[config.mk]
export PLATFORM = sky130hd
export DESIGN_NAME = spi_tx
export DESIGN_NICKNAME = d
export VERILOG_FILES = /design/src/rtl/spi_tx.sv
export SDC_FILE = /design/constraint.sdc
export NUM_CORES = 1
export LEC_CHECK = 0
export CAP_MARGIN = 20
export CORE_UTILIZATION = 50
export CTS_CLUSTER_SIZE = 40
export DETAILED_ROUTE_END_ITERATION = 16
export PLACE_DENSITY = 0.75
export SKIP_CTS_REPAIR_TIMING = 1
export SYNTH_ARGS = -nofsm -noshare
export SYNTH_HDL_FRONTEND = slang
export SYNTH_SLANG_ARGS = --single-unit
[constraint.sdc]
create_clock -name clk -period 5 [get_ports clk]
set_input_delay 0.5 -clock clk [delete_from_list [all_inputs] [get_ports clk]]
set_output_delay 0.5 -clock clk [all_outputs]
set_load 0.03 [all_outputs]
[src/rtl/spi_tx.sv]
// Byte-serial transmitter: valid/ready write side into a small FIFO, MSB-first shifter out,
// with a flush pulse so the downstream receiver can drop a partial word after an abort.
module spi_tx #(
   parameter int WIDTH = 8,
   parameter int DEPTH = 4
) (
   input  logic                     clk,
   input  logic                     rst,
   input  logic [WIDTH-1:0]         data_in,
   input  logic                     data_valid,
   output logic                     data_ready,
   input  logic                     abort,
   output logic                     bit_out,
   output logic                     bit_valid,
   output logic                     first_bit,
   output logic                     last_bit,
   output logic                     flush_out,
   output logic [$clog2(DEPTH):0]   level
);

   localparam int AW = $clog2(DEPTH);
   localparam int LW = AW + 1;
   localparam int CW = (WIDTH > 1) ? $clog2(WIDTH) : 1;
   localparam logic [LW-1:0] FULL = LW'(DEPTH);
   localparam logic [CW-1:0] LAST = CW'(WIDTH - 1);

   typedef enum logic {IDLE, SHIFT} state_t;

   state_t            state;
   logic [WIDTH-1:0]  mem [DEPTH];
   logic [AW-1:0]     rd_ptr;
   logic [AW-1:0]     wr_ptr;
   logic [WIDTH-1:0]  shift_reg;
   logic [CW-1:0]     cnt;
   logic [WIDTH-1:0]  head;
   logic              push;
   logic              pop;
   logic              word_end;

   // Ready depends only on reset and the registered occupancy, so a full FIFO refuses a
   // push even on the edge that also pops.
   assign data_ready = !rst && (level != FULL);
   assign push       = data_valid && data_ready;
   assign word_end   = (state == SHIFT) && (cnt == LAST);
   assign pop        = !abort && (level != '0) && ((state == IDLE) || word_end);
   assign head       = mem[rd_ptr];
   assign bit_out    = shift_reg[WIDTH-1];

   always_ff @(posedge clk) begin
      if (push) begin
         mem[wr_ptr] <= data_in;
      end
   end

   always_ff @(posedge clk) begin
      if (rst) begin
         rd_ptr <= '0;
         wr_ptr <= '0;
         level  <= '0;
      end else begin
         if (push) begin
            wr_ptr <= wr_ptr + AW'(1);
         end
         if (pop) begin
            rd_ptr <= rd_ptr + AW'(1);
         end
         level <= level + LW'(push) - LW'(pop);
      end
   end

   // The shift register is cleared whenever the shifter idles, so bit_out reads 0 there.
   always_ff @(posedge clk) begin
      if (rst) begin
         state     <= IDLE;
         shift_reg <= '0;
         cnt       <= '0;
         flush_out <= 1'b0;
         bit_valid <= 1'b0;
         first_bit <= 1'b0;
         last_bit  <= 1'b0;
      end else begin
         flush_out <= 1'b0;
         if (abort) begin
            if (state == SHIFT) begin
               state     <= IDLE;
               shift_reg <= '0;
               cnt       <= '0;
               flush_out <= 1'b1;
               bit_valid <= 1'b0;
               first_bit <= 1'b0;
               last_bit  <= 1'b0;
            end
         end else if (pop) begin
            state     <= SHIFT;
            shift_reg <= head;
            cnt       <= '0;
            bit_valid <= 1'b1;
            first_bit <= 1'b1;
            last_bit  <= (WIDTH == 1);
         end else if (state == SHIFT) begin
            if (cnt == LAST) begin
               state     <= IDLE;
               shift_reg <= '0;
               cnt       <= '0;
               bit_valid <= 1'b0;
               first_bit <= 1'b0;
               last_bit  <= 1'b0;
            end else begin
               shift_reg <= shift_reg << 1;
               cnt       <= cnt + CW'(1);
               first_bit <= 1'b0;
               last_bit  <= (cnt == LAST - CW'(1));
            end
         end
      end
   end

endmodule
==> metrics.log <==
[metrics] run status: completed
[metrics] antenna violations before repair: 0
[metrics] post-synthesis cell type with the largest combined area: sky130_fd_sc_hd__edfxtp_1
[metrics] worst path arrival time: 3.18 ns
[metrics] leading cell types by total area after synthesis: sky130_fd_sc_hd__edfxtp_1, sky130_fd_sc_hd__dfxtp_1, sky130_fd_sc_hd__mux4_2, sky130_fd_sc_hd__ha_1, sky130_fd_sc_hd__a21oi_1
[metrics] # DRC: 0
[metrics] clock latency on the worst-skew pair: 0.34 ns
[metrics] final number of setup-violating endpoints: 0
[metrics] final hold vios: 0
[metrics] max-slew violations: 0
[metrics] max cap viols: 0
[metrics] maximum achievable frequency: 338 MHz
[metrics] wire length of the first global-routing pass: 7000 microns
[metrics] maximum vdd drop: 0.000250 V
[metrics] Worst path max stage delay: 0.67 ns
[metrics] number of detailed-route iterations in the first pass: 4
[metrics] proportion of layout cells with a drive suffix above 1: 11.9%
[metrics] H-Tree Level Count: 3
[metrics] post-synthesis area per instance: roughly 13 sq um
[metrics] number of filler instances in the final layout: around 320
[metrics] critical path class: input pin to flip-flop
[metrics] number of violations reported at the end of detailed-routing iteration 0: 194
[metrics] post-route antenna net violation count: 0
[metrics] worst-case clock skew: 0.00561 ns
[metrics] total wirelength of the detailed-routed design: ~4200 microns
[metrics] crit path buf inv count: 4
[metrics] mean number of vias per cell: roughly 5.7
[metrics] final critical delay including setup and external delays: ~3 ns
[metrics] CP max FO: 26
[metrics] normalized max-slew margin: 45.5%
[metrics] net count of the mapped netlist: 193
[metrics] worst hold path class: flip-flop to flip-flop
[metrics] final core utilization: 62.4%
[metrics] P&R area growth vs syn: 19.2%
[metrics] Slowest cell on crit path: sky130_fd_sc_hd__a211oi_1
[metrics] crit path capture type: flip-flop
[metrics] Core ar.: 4380 sq um
[metrics] average wire length per cell after detail routing: about 16 microns
[metrics] clock sinks: 57
[metrics] worst endpoint required time: 5.22 ns
[metrics] type of origin of the critical path: input pin
[metrics] most frequent cells in the layout: sky130_fd_sc_hd__edfxtp_1, sky130_fd_sc_hd__dfxtp_1, sky130_fd_sc_hd__clkdlybuf4s50_1
[metrics] clock transition at the registers of the reported paths: ~0.06 ns
[metrics] number of placement rows: 24
[metrics] actual slew at the worst max-slew pin: 0.813 ns
[metrics] sum of negative setup slack: 0 ns
[metrics] port buffer count: 20
[metrics] post-route clock period utilization: 59.1%
[metrics] half-perimeter wire length of the detailed placement result: approximately 2800 microns
[metrics] clock buffers created by TritonCTS: 9
[metrics] fraction of the yosys area taken by sequential cells: 63.7%
[metrics] Total Power: 1.40 mW
[metrics] initial core utilization: 52.3%
[metrics] DP Cell Count: between 200 and 250
[metrics] setup repair after global routing missed its margin: no
[metrics] height of the die: 69.7 microns
[metrics] total number of vias: 1431
[metrics] number of flip-flops in the largest register: 32
[metrics] netlist area before placement: 2290 sq um
[metrics] TritonCTS clock tree: built
[metrics] I/O pin count: 21
[metrics] number of distinct standard cells referenced by the synthesized netlist: 29
[metrics] pin count of the biggest net entering global routing: 27
[metrics] most common cell after layout, fill and taps aside: sky130_fd_sc_hd__edfxtp_1
[metrics] number of warnings printed during yosys synthesis: 0
[metrics] Ant. Diodes: 0
[metrics] Min Hold Slack: between 0.4 and 0.5 ns
[metrics] post-synthesis instance total: 171
[metrics] via count of the first global-routing pass: 1455
[metrics] width of the die: 69.7 microns
[metrics] static leakage: between 0.9 and 1 nW
[metrics] clock root buffer master: sky130_fd_sc_hd__clkbuf_8
[metrics] pwr/cell area: 511 nW/um^2
[metrics] series of cell instances along the critical path: clkdlybuf4s50_1 > buf_4 > a211oi_1 > inv_1 > ha_1 > inv_1 > ha_1 > fa_1 > xnor2_1 > xnor2_1 > nor2_1
[metrics] post-synth top area share: about two fifths
[metrics] maximum clock insertion buffer count: 2
[metrics] #FFs+latches synth: 57
[metrics] total routing resource utilization after global routing: 19.7%
[metrics] Total Die Area: approximately 4900 sq um
[metrics] Final GP Congestion: ~0.74
[metrics] global route total overflow: 0
[metrics] kind of cell with the highest combined delay on the critical path: adder cells
[metrics] post-route insts no fill: 253
[metrics] Total Nets Final: 218
synth_stat cells:
cell type	n
sky130_fd_sc_hd__edfxtp_1	32
sky130_fd_sc_hd__dfxtp_1	25
sky130_fd_sc_hd__a21oi_1	14
sky130_fd_sc_hd__inv_1	11
sky130_fd_sc_hd__nand2_1	11
sky130_fd_sc_hd__nor2_1	11
sky130_fd_sc_hd__ha_1	9
sky130_fd_sc_hd__mux4_2	8
sky130_fd_sc_hd__clkbuf_1	5
sky130_fd_sc_hd__o21ai_0	5
sky130_fd_sc_hd__a2111oi_0	4
sky130_fd_sc_hd__and2_1	4
sky130_fd_sc_hd__xnor2_1	4
sky130_fd_sc_hd__a22oi_1	3
sky130_fd_sc_hd__a311oi_1	3
sky130_fd_sc_hd__nand3b_1	3
sky130_fd_sc_hd__nor2b_1	3
sky130_fd_sc_hd__a211oi_1	2
sky130_fd_sc_hd__buf_2	2
sky130_fd_sc_hd__nor3_1	2
sky130_fd_sc_hd__or3_1	2
sky130_fd_sc_hd__a32oi_1	1
sky130_fd_sc_hd__fa_1	1
sky130_fd_sc_hd__inv_2	1
sky130_fd_sc_hd__nand2b_1	1
sky130_fd_sc_hd__nand4_1	1
sky130_fd_sc_hd__nor3_2	1
sky130_fd_sc_hd__o21a_1	1
sky130_fd_sc_hd__o31ai_1	1
path summary, 6_finish.rpt:
check	from	endpoint	slack (ns)	cells past startpoint
setup reg to reg	cnt[0]$_SDFFE_PP0P_	level[2]$_SDFF_PP0_	2.14	12
hold / removal	bit_valid$_SDFFE_PP0P_	bit_valid$_SDFFE_PP0P_	0.46	2
hold reg to reg	bit_valid$_SDFFE_PP0P_	bit_valid$_SDFFE_PP0P_	0.46	2
setup / recovery	rst	level[2]$_SDFF_PP0_	2.04	11
through the flow:
stage / worst slack, ns / cell area [sq um]
6_report: 2.04 / 2740
5_1_grt: 1.87 / 2740
4_1_cts: 2.04 / 2740
3_5_place_dp: 1.69 / 2540
3_3_place_gp: 1.85 / 2540
2_1_floorplan: 2.34 / 2290
cell type report:
cell class	instances	area [sq um]	area share, %
Sequential cell	57	1460	53.4
Inverter	12	45.0	1.65
Clock buffer	12	155	5.67
Timing Repair Buffer	21	208	7.59
Multi-Input combinational cell	95	759	27.8
Tap cell	52	65.1	2.38
Clock inverter	4	42.5	1.55
routing by layer:
layer	wire, microns	part of all wire, %	track usage [%]	up-vias
met2	2050	49	31.8	41
li1	-	-	-	682
met5	0	0	0	-
met3	174	4.2	6.54	10
met4	85	2.0	10.4	0
met1	1840	44	23.4	698
worst register-to-register path, stage by stage (launching register included):
cell and delay, ns:
sky130_fd_sc_hd__dfxtp_1 0.32, sky130_fd_sc_hd__ha_1 0.21, sky130_fd_sc_hd__ha_1 0.28, sky130_fd_sc_hd__nor2b_1 0.19
sky130_fd_sc_hd__or3_1 0.32, sky130_fd_sc_hd__inv_2 0.14, sky130_fd_sc_hd__ha_1 0.30, sky130_fd_sc_hd__inv_1 0.04
sky130_fd_sc_hd__ha_1 0.18, sky130_fd_sc_hd__fa_1 0.38, sky130_fd_sc_hd__xnor2_1 0.19, sky130_fd_sc_hd__xnor2_1 0.14
sky130_fd_sc_hd__nor2_1 0.05
logic make-up (layout without fill, tap and decap cells):
group / after synthesis / in the layout / synth area share [%]
xor+xnor: 4 / 4 / 1.53
simple gates: 39 / 39 / 8.45
flops: 57 / 57 / 63.7
fa+ha+maj: 10 / 10 / 5.78
compound gates: 34 / 34 / 9.49
buf+inv: 19 / 49 / 3.22
mux: 8 / 8 / 7.85
power by group:
| part | switching, mW | internal (mW) | leakage [nW] |
|---|---|---|---|
| Combinational | 0.191 | 0.159 | 0.348 |
| Clock | 0.177 | 0.253 | 0.101 |
| Sequential | 0.0582 | 0.560 | 0.495 |
| Total | 0.426 | 0.972 | 0.944 |
Power figures use the tool's default switching activity.
